### src/rtl/lap_display_ctrl.sv
// lap_display_ctrl: stopwatch display controller with hold, lap capture and
// lap recall.
//   clk, rst            : clock, synchronous active-high reset
//   counter             : live time value
//   hold_btn            : freeze/unfreeze button level (synchronised, debounced)
//   lap_btn             : lap-capture button level
//   recall_btn          : lap-recall button level
//   display             : registered value to show
//   frozen              : registered, high when display is not tracking counter
//   lap_count           : registered number of valid lap slots (0..DEPTH)
//   lap_full            : registered, high when lap_count == DEPTH
// Optional macro LAP_WRAP_EN: a lap captured with the buffer full overwrites
// the oldest slot instead of being dropped.
module lap_display_ctrl #(
  parameter int unsigned WIDTH = 32,
  parameter int unsigned DEPTH = 4
) (
  input  logic                       clk,
  input  logic                       rst,
  input  logic [WIDTH-1:0]           counter,
  input  logic                       hold_btn,
  input  logic                       lap_btn,
  input  logic                       recall_btn,
  output logic [WIDTH-1:0]           display,
  output logic                       frozen,
  output logic [$clog2(DEPTH+1)-1:0] lap_count,
  output logic                       lap_full
);

  localparam int unsigned IW = (DEPTH > 1) ? $clog2(DEPTH) : 1;
  localparam int unsigned CW = $clog2(DEPTH + 1);

  typedef enum logic [1:0] {LIVE, HOLD, RECALL} state_e;

  state_e              state_q, state_d;
  logic [WIDTH-1:0]    display_q, display_d;
  logic                frozen_q, frozen_d;
  logic [CW-1:0]       count_q, count_d;
  logic                full_q, full_d;
  logic [IW-1:0]       idx_q, idx_d;
  logic [2:0]          prev_q, prev_d;   // {lap, recall, hold}
  logic [WIDTH-1:0]    slot_q [DEPTH];
  logic                we;
  logic [IW-1:0]       waddr;
  logic [IW-1:0]       base;
  logic                hold_press, recall_press, lap_press;

`ifdef LAP_WRAP_EN
  logic [IW-1:0]       head_q, head_d;
  assign base = head_q;
`else
  assign base = '0;
`endif

  // Circular add of two slot offsets, both below DEPTH.
  function automatic logic [IW-1:0] ring_add(input logic [IW-1:0] a,
                                             input logic [IW-1:0] b);
    logic [IW:0] sum;
    sum = {1'b0, a} + {1'b0, b};
    if (sum >= (IW+1)'(DEPTH)) sum = sum - (IW+1)'(DEPTH);
    return sum[IW-1:0];
  endfunction

  // Rising-edge detection; the prev registers reset high so a held button
  // does not register a press until it is released.
  assign hold_press   = hold_btn   & ~prev_q[0];
  assign recall_press = recall_btn & ~prev_q[1];
  assign lap_press    = lap_btn    & ~prev_q[2];

  // Next-state and datapath control; one press acted on per cycle.
  always_comb begin
    state_d   = state_q;
    display_d = (state_q == LIVE) ? counter : display_q;
    count_d   = count_q;
    idx_d     = idx_q;
    prev_d    = {lap_btn, recall_btn, hold_btn};
    we        = 1'b0;
    waddr     = ring_add(base, IW'(count_q));
`ifdef LAP_WRAP_EN
    head_d    = head_q;
`endif

    if (hold_press) begin
      state_d   = (state_q == LIVE) ? HOLD : LIVE;
      display_d = counter;
      idx_d     = '0;
    end else if (recall_press) begin
      if (state_q == RECALL) begin
        if (CW'(idx_q) == count_q - CW'(1)) begin
          state_d   = LIVE;
          display_d = counter;
          idx_d     = '0;
        end else begin
          idx_d     = idx_q + IW'(1);
          display_d = slot_q[ring_add(base, idx_q + IW'(1))];
        end
      end else if (count_q != '0) begin
        state_d   = RECALL;
        idx_d     = '0;
        display_d = slot_q[base];
      end
    end else if (lap_press && state_q != RECALL) begin
      if (!full_q) begin
        we      = 1'b1;
        count_d = count_q + CW'(1);
      end else begin
`ifdef LAP_WRAP_EN
        // Full buffer: replace the oldest lap and advance the ring origin.
        we     = 1'b1;
        waddr  = head_q;
        head_d = ring_add(head_q, IW'(1));
`endif
      end
    end

    full_d   = (count_d == CW'(DEPTH));
    frozen_d = (state_d != LIVE);
  end

  // Control and display registers.
  always_ff @(posedge clk) begin
    if (rst) begin
      state_q   <= LIVE;
      display_q <= '0;
      frozen_q  <= 1'b0;
      count_q   <= '0;
      full_q    <= 1'b0;
      idx_q     <= '0;
      prev_q    <= '1;
`ifdef LAP_WRAP_EN
      head_q    <= '0;
`endif
    end else begin
      state_q   <= state_d;
      display_q <= display_d;
      frozen_q  <= frozen_d;
      count_q   <= count_d;
      full_q    <= full_d;
      idx_q     <= idx_d;
      prev_q    <= prev_d;
`ifdef LAP_WRAP_EN
      head_q    <= head_d;
`endif
    end
  end

  // Lap slot storage.
  always_ff @(posedge clk) begin
    if (rst) begin
      for (int i = 0; i < int'(DEPTH); i++) slot_q[i] <= '0;
    end else if (we) begin
      slot_q[waddr] <= counter;
    end
  end

  assign display   = display_q;
  assign frozen    = frozen_q;
  assign lap_count = count_q;
  assign lap_full  = full_q;

endmodule

### config.mk
export PLATFORM = sky130hd
export DESIGN_NAME = lap_display_ctrl
export DESIGN_NICKNAME = d
export VERILOG_FILES = /design/src/rtl/lap_display_ctrl.sv
export SDC_FILE = /design/constraint.sdc
export NUM_CORES = 1
export LEC_CHECK = 0
export CORE_MARGIN = 2
export CORE_UTILIZATION = 45
export CTS_CLUSTER_SIZE = 40
export DETAILED_ROUTE_END_ITERATION = 12
export PLACE_DENSITY = 0.63
export SKIP_CTS_REPAIR_TIMING = 1
export SLEW_MARGIN = 20
export SYNTH_ARGS = -nofsm -noshare
export SYNTH_HDL_FRONTEND = slang
export SYNTH_SLANG_ARGS = --single-unit
### constraint.sdc
create_clock -name clk -period 4.85 [get_ports clk]
set_input_delay 0.7275 -clock clk [delete_from_list [all_inputs] [get_ports clk]]
set_output_delay 0.7275 -clock clk [all_outputs]
set_load 0.03 [all_outputs]
==> key figures, run 1 <==
Run status
  – Status: complete, no violations

Worst setup path
  – Reg-to-reg endpoint: display[13]$_SDFF_PP0_
  – R2R Path Start: lap_count[0]$_SDFF_PP0_
  – CP Class: in -> reg
  – Worst Path Required: 4.90 ns
  – CP Cell Sequence: clkdlybuf4s50_1, or3b_1, or4_4, nor4_4, buf_4, or2_2
  – FF-to-FF setup slack: around 1.8 ns
  – Worst path arrival time: 3.32 ns
  – Crit path launch type: primary input
  – Crit path capture type: register
  – FF-to-FF path depth: 6
  – CP max stage cell: or2_2
  – Crit-path max cell delay: about 0.70 ns
  – CP max FO: 33
  – CP startpoint: lap_btn

Logic synthesis
  – Adder-Cell Fraction of Synth Area: 0.00459
  – Synth Instances: approximately 610
  – Post-synthesis mux area share: 0.135
  – Largest family of logic cells by synthesized area: simple AND/OR/NAND/NOR gates
  – Ys flop type: edfxtp_1
  – EDFF count, synth: 128
  – Post-synth top area cell: edfxtp_1
  – Simple-gate share of the synthesized area: 0.146
  – Most instantiated cells after synthesis: and2_1, edfxtp_1, dfxtp_1, clkbuf_1, nor2_1
  – Ys Warns: 0
  – Area contributors post-synth: edfxtp_1, dfxtp_1, and2_1
  – Synth top area share: 0.470
  – Post-synthesis xor/xnor area fraction: 0.00535
  – Yosys cell types: 42
  – Synth Area in Compound Gates: 0.104
  – Seq/Total Area, Yosys: 0.578
  – Synthesized area: around 0.0082 mm^2
  – Async SR Flop Fraction: 0
  – Avg Cell Area, Syn: roughly 13 um^2
  – Yosys reg bits: between 150 and 200
  – Net count after synthesis: roughly 650

Drt
  – Vias: 5323
  – Wire per inst: between 20 and 25 um
  – DRT antenna net count: 0
  – Drt first pass iters: 6
  – Initial drt markers: 482
  – Via/cell ratio: between 5 and 6
  – DRC: 0
  – Routed WL: just under 20 mm

Floorplan
  – CORE AREA: 0.0179 mm^2
  – Std cell rows: between 40 and 50
  – Die footprint: between 0.015 and 0.02 mm^2
  – Ports: between 70 and 80
  – Initial Utilization: 0.457
  – Die Height: ~140 um
  – Die W: between 100 and 150 um

STA
  – Final setup margin: approximately 1.6 ns
  – Setup Skew: 0.00738 ns
  – Final setup viols: 0
  – Hold Fails Final Rpt: 0
  – Setup_tns: 0 ns
  – WHS: 0.600 ns
  – Slew headroom: 0.349
  – Slew @ Worst Pin: roughly 0.98 ns
  – Period minus WS final: about 3.3 ns
  – RSZ-0062 raised after global routing: no
  – Fmax: between 0.3 and 0.4 GHz
  – Post-route clock period utilization: 0.673
  – Max Slew Vio Count: 0

Flow run
  – Max cap viols: 0

Worst hold path
  – WHS Endpoint: lap_count[2]$_SDFF_PP0_
  – WHS Path Cells: 2
  – Hold Startpoint: lap_count[2]$_SDFF_PP0_
  – Tightest Hold Check Type: reg -> reg

Clock tree
  – Root buf cell: clkbuf_16
  – Sink Count: 172
  – CTS tree: yes
  – TritonCTS buffer count: 17
  – Worst-Skew Late Latency: roughly 0.43 ns
  – Clk pin slew, worst setup/hold paths: 0.06 ns
  – CTS Buffer Depth: 2
  – H-Tree Depth: 4

Power and ir drop
  – Switching share of power: 0.228
  – PD cells: 345 mW/mm^2
  – Power Total: 3.36 mW
  – Clock Power Share: 0.404
  – P_leak: between 3 and 4 nW
  – Sequential share of power: 0.501
  – Switching Power: around 0.77 mW
  – Comb pwr share: 0.095
  – Internal: ~2.6 mW
  – Max VDD drop: roughly 0.24 mV

Finish
  – Final std cells w/o fill: ~900
  – Area Growth Syn to Fin: 19.0%
  – Layout cell share with drive strength beyond 1: 0.184
  – Final nets: roughly 700
  – # diodes: 0

Placed design
  – Dpl cells: slightly below 900
  – Port bufs: 73
  – Routability congestion estimate: 0.731
  – DP HPWL: about 11 mm
  – Setup WS pre-CTS: around 1.1 ns

Global routing
  – Vias in the first global route: between 5000 and 6000
  – Overall Global Routing Usage: 0.209
  – Initial antenna violation count: 0
  – Global-route wire length before repair: roughly 31 mm
  – Largest net degree at the start of global routing: 39
  – Overflow after GRT: 0
-- layer usage --
layer | vias up | track usage | wire, um
li1 | 2436 | - | -
met3 | 24 | 0.0349 | 927
met4 | 0 | 0.0739 | 306
met1 | 2705 | 0.299 | 8960
met2 | 158 | 0.326 | 9240
met5 | - | 0 | 0
-- stage by stage --
step                       util  area, um^2
after CTS                 0.541        9690
after global routing      0.544        9740
final                     0.544        9740
after detailed placement  0.510        9120
after floorplan               -        8180
after global placement    0.508        9090
-- layout by cell type, fill, tap and decap left out, drive strengths merged, types with 4 or more instances in the layout --
cell type,n
a211oi,32
a221oi,33
or2,7
mux4,32
clkdlybuf4s50,72
dfxtp,44
clkbuf,22
inv,4
a22oi,32
clkinv,6
nor2,39
buf,15
edfxtp,128
and2,128
mux2,32
-- cells by family after synthesis --
logic type                 count (synthesis)
AOI/OAI and AO/OA                        109
xor gates and xnor gates                   5
adders and majority gates                  3
buffers and inverters                     56
DFF                                      172
muxes                                     66
and+or+nand+nor                          197
-- worst max-delay path: cells and delay by family --
family,cells,cell delay [ns]
and+or+nand+nor,4,1.76
buffers and inverters,2,0.80
-- power groups by stage --
stage                     clock, mW  sequential [mW]  combinational, mW
after floorplan                   0             1.75              0.132
after global placement            0             1.71              0.311
after detailed placement          0             1.71              0.315
after CTS                      1.37             1.68              0.317
after global routing           1.43             1.69              0.344
final                          1.36             1.68              0.320
-- state kept, by name, summed over array words and instances, names as in the netlist --
name	cells
display	32
frozen	1
idx_q	2
lap_count	3
lap_full	1
prev_q	3
slot_q	128
state_q	2
-- cell type report --
class	instances	area (um^2)
Multi-Input combinational cell	380	3260
Sequential cell	172	4730
Timing Repair Buffer	87	878
Tap cell	229	287
Clock buffer	22	444
Fill cell	1468	8160
Inverter	4	15.0
Clock inverter	10	124
-- how the worst max path moves through the flow --
stage | end | cells past startpoint | slack, ns
after detailed placement | slot_q[2][7]$_SDFFCE_PN0P_ | 6 | 1.13
after CTS | slot_q[2][2]$_SDFFCE_PN0P_ | 6 | 1.55
after global placement | slot_q[2][8]$_SDFFCE_PN0P_ | 6 | 1.11
after floorplan | slot_q[3][0]$_DFFE_PP_ | 4 | 1.19
final | slot_q[2][9]$_SDFFCE_PN0P_ | 6 | 1.58
after global routing | slot_q[2][2]$_SDFFCE_PN0P_ | 6 | 1.41
(Power assumes the default switching activity.)
==> inputs of run 2 (changes only) <==
PLACE_DENSITY = 0.65   (was 0.63)
clock period = 2.8 ns   (was 4.85 ns; I/O delays follow)
==> run 2 against run 1 <==
Combinational power grew 83%. Clock power grew 65%. Register-to-register slack lost 1.4 ns. Wire length grew 0.92%.
==> key figures, run 2 (synthesized netlist as in run 1, its figures left out) <==
Global routing
  – Overall Global Routing Usage: 0.209 (about the same)
  – M1 GR Usage: 0.281 (-0.0183)
  – Largest net degree at the start of global routing: 39 (unchanged)
  – Global-route wire length before repair: 31.3 mm (about the same)
  – Vias in the first global route: 5694 (+4.2%)
  – Initial antenna violation count: 0 (unchanged)
  – Met3 Usage GRT: 0.0390 (+0.00414)
  – Busiest grt layer: met2
  – Met2 Use GR: 0.347 (+0.0213)
  – Overflow after GRT: 0 (unchanged)

Worst setup path
  – Crit path launch type: register
  – CP max FO: 13 (-61%)
  – CP Cell Sequence: inv_1, ha_1, nand2b_1, o21ai_2, buf_4, a221oi_1, a211oi_1
  – CP Class: reg -> reg
  – CP max stage cell: o21ai_2
  – Crit-path max cell delay: 0.69 ns (about the same)
  – Crit path capture type: register
  – Worst Path Required: 3.10 ns (-1.80 ns)
  – Worst path arrival time: 2.73 ns (-0.59 ns)

STA
  – Max Slew Vio Count: 0 (unchanged)
  – Setup_tns: 0 ns (unchanged)
  – Post-route clock period utilization: 0.867
  – Final setup viols: 0 (unchanged)
  – Slew @ Worst Pin: 0.850 ns (-0.127 ns)
  – Fmax: about 0.41 GHz
  – Hold Fails Final Rpt: 0 (unchanged)
  – Final setup margin: 0.373 ns (-1.21 ns)
  – Setup Skew: 0.0114 ns (+0.00399 ns)
  – Period minus WS final: between 2 and 2.5 ns
  – RSZ-0062 raised after global routing: no
  – Slew headroom: 0.433 (+0.0848)

Finish
  – Layout cell share with drive strength beyond 1: 0.206 (+0.0223)
  – Most frequent cells in the layout: and2_1, edfxtp_1, clkdlybuf4s50_1, dfxtp_1, nor2_1
  – # diodes: 0 (unchanged)
  – Final nets: 721 (+2.7%)
  – Most flop-heavy register: slot_q
  – Max reg flops: 128 (unchanged)
  – Area Growth Syn to Fin: 21.2%

Flow run
  – Max cap viols: 0 (unchanged)

Floorplan
  – CORE AREA: 0.0179 mm^2 (unchanged)
  – Std cell rows: 49 (unchanged)
  – Die W: 139 um (unchanged)
  – Die Height: 139 um (unchanged)
  – Initial Utilization: 0.457 (unchanged)
  – Die footprint: 0.0193 mm^2 (unchanged)
  – Ports: 74 (unchanged)

Drt
  – DRT antenna net count: 0 (unchanged)
  – DRC: 0 (unchanged)
  – Vias: 5450 (+2.4%)
  – Drt first pass iters: 5 (-1)
  – Via/cell ratio: 5.90 (+0.28%)
  – Routed WL: 19.6 mm (+0.92%)
  – Initial drt markers: 347 (-28%)
  – Wire per inst: 21.3 um (-1.2%)

Clock tree
  – TritonCTS buffer count: 17 (unchanged)
  – Root buf cell: clkbuf_16
  – CTS Buffer Depth: 2 (unchanged)
  – Sink Count: 172 (unchanged)
  – Worst-Skew Late Latency: 0.42 ns (about the same)
  – CTS tree: yes
  – H-Tree Depth: 4 (unchanged)
  – Clk pin slew, worst setup/hold paths: 0.06 ns (about the same)

Run status
  – Status: complete, no violations

Placed design
  – Setup WS pre-CTS: 0.110 ns (-1.02 ns)
  – DP HPWL: 12.1 mm (+12%)
  – Routability congestion estimate: 0.747 (+2.2%)
  – Port bufs: 73 (unchanged)

Power and ir drop
  – Max VDD drop: 0.440 mV (+80%)
  – Power Total: 5.75 mW (+71%)
  – P_leak: 3.49 nW (+3.4%)
  – PD cells: 580 mW/mm^2 (+68%)

Worst hold path
  – Tightest Hold Check Type: in -> reg
==> run 2: worst max-delay path: cells and delay by family (launching register included) <==
family,cells,cell delay (ns)
AOI/OAI and AO/OA,3,1.13
buffers and inverters,2,0.54
adders and majority gates,1,0.18
and+or+nand+nor,1,0.13
DFF,1,0.31
==> run 2: cell type report <==
cell class                      count  area, um^2
Clock buffer                       21         450
Clock inverter                     11         104
Fill cell                        1449        7990
Inverter                            4        15.0
Multi-Input combinational cell    380        3260
Sequential cell                   172        4730
Tap cell                          229         287
Timing Repair Buffer              106        1070
==> run 2: worst paths after layout <==
path                                start                      end  slack [ns]  depth (start not counted)
hold / removal                        rst    idx_q[0]$_SDFFE_PP0P_        0.55                          2
setup / recovery  lap_count[0]$_SDFF_PP0_   display[10]$_SDFF_PP0_        0.37                          7
hold reg to reg   lap_count[2]$_SDFF_PP0_  lap_count[2]$_SDFF_PP0_        0.62                          2
setup reg to reg  lap_count[0]$_SDFF_PP0_   display[10]$_SDFF_PP0_        0.37                          7
==> run 2: through the flow <==
stage | area (um^2) | hold slack [ns] | instances | util
3_5_place_dp | 9360 | 0.616 | 891 | 0.523
5_1_grt | 9920 | 0.554 | 923 | 0.554
2_1_floorplan | 8180 | 0.524 | 608 | -
6_report | 9920 | 0.547 | 923 | 0.554
4_1_cts | 9920 | 0.526 | 923 | 0.554
3_3_place_gp | 9360 | 0.585 | 891 | 0.523
==> run 2: report_power, final <==
part / internal [mW] / leakage (nW) / switching [mW] / total (mW)
Sequential: 2.86 / 1.68 / 0.0544 / 2.91
Combinational: 0.267 / 1.53 / 0.318 / 0.585
Clock: 1.32 / 0.273 / 0.934 / 2.25
Total: 4.44 / 3.49 / 1.31 / 5.75
==> run 2: routing by layer <==
layer | wire length (um) | part of all wire | up-vias
li1 | - | - | 2469
met1 | 8300 | 0.42 | 2735
met2 | 9840 | 0.50 | 226
met3 | 1290 | 0.066 | 20
met4 | 191 | 0.0097 | 0
met5 | 0 | 0 | -
==> inputs of run 3 (changes only) <==
TNS_END_PERCENT = 1   (was not set)
==> results of run 3 <==
Same layout as run 2: the final DEF is identical, and so are final timing and power.
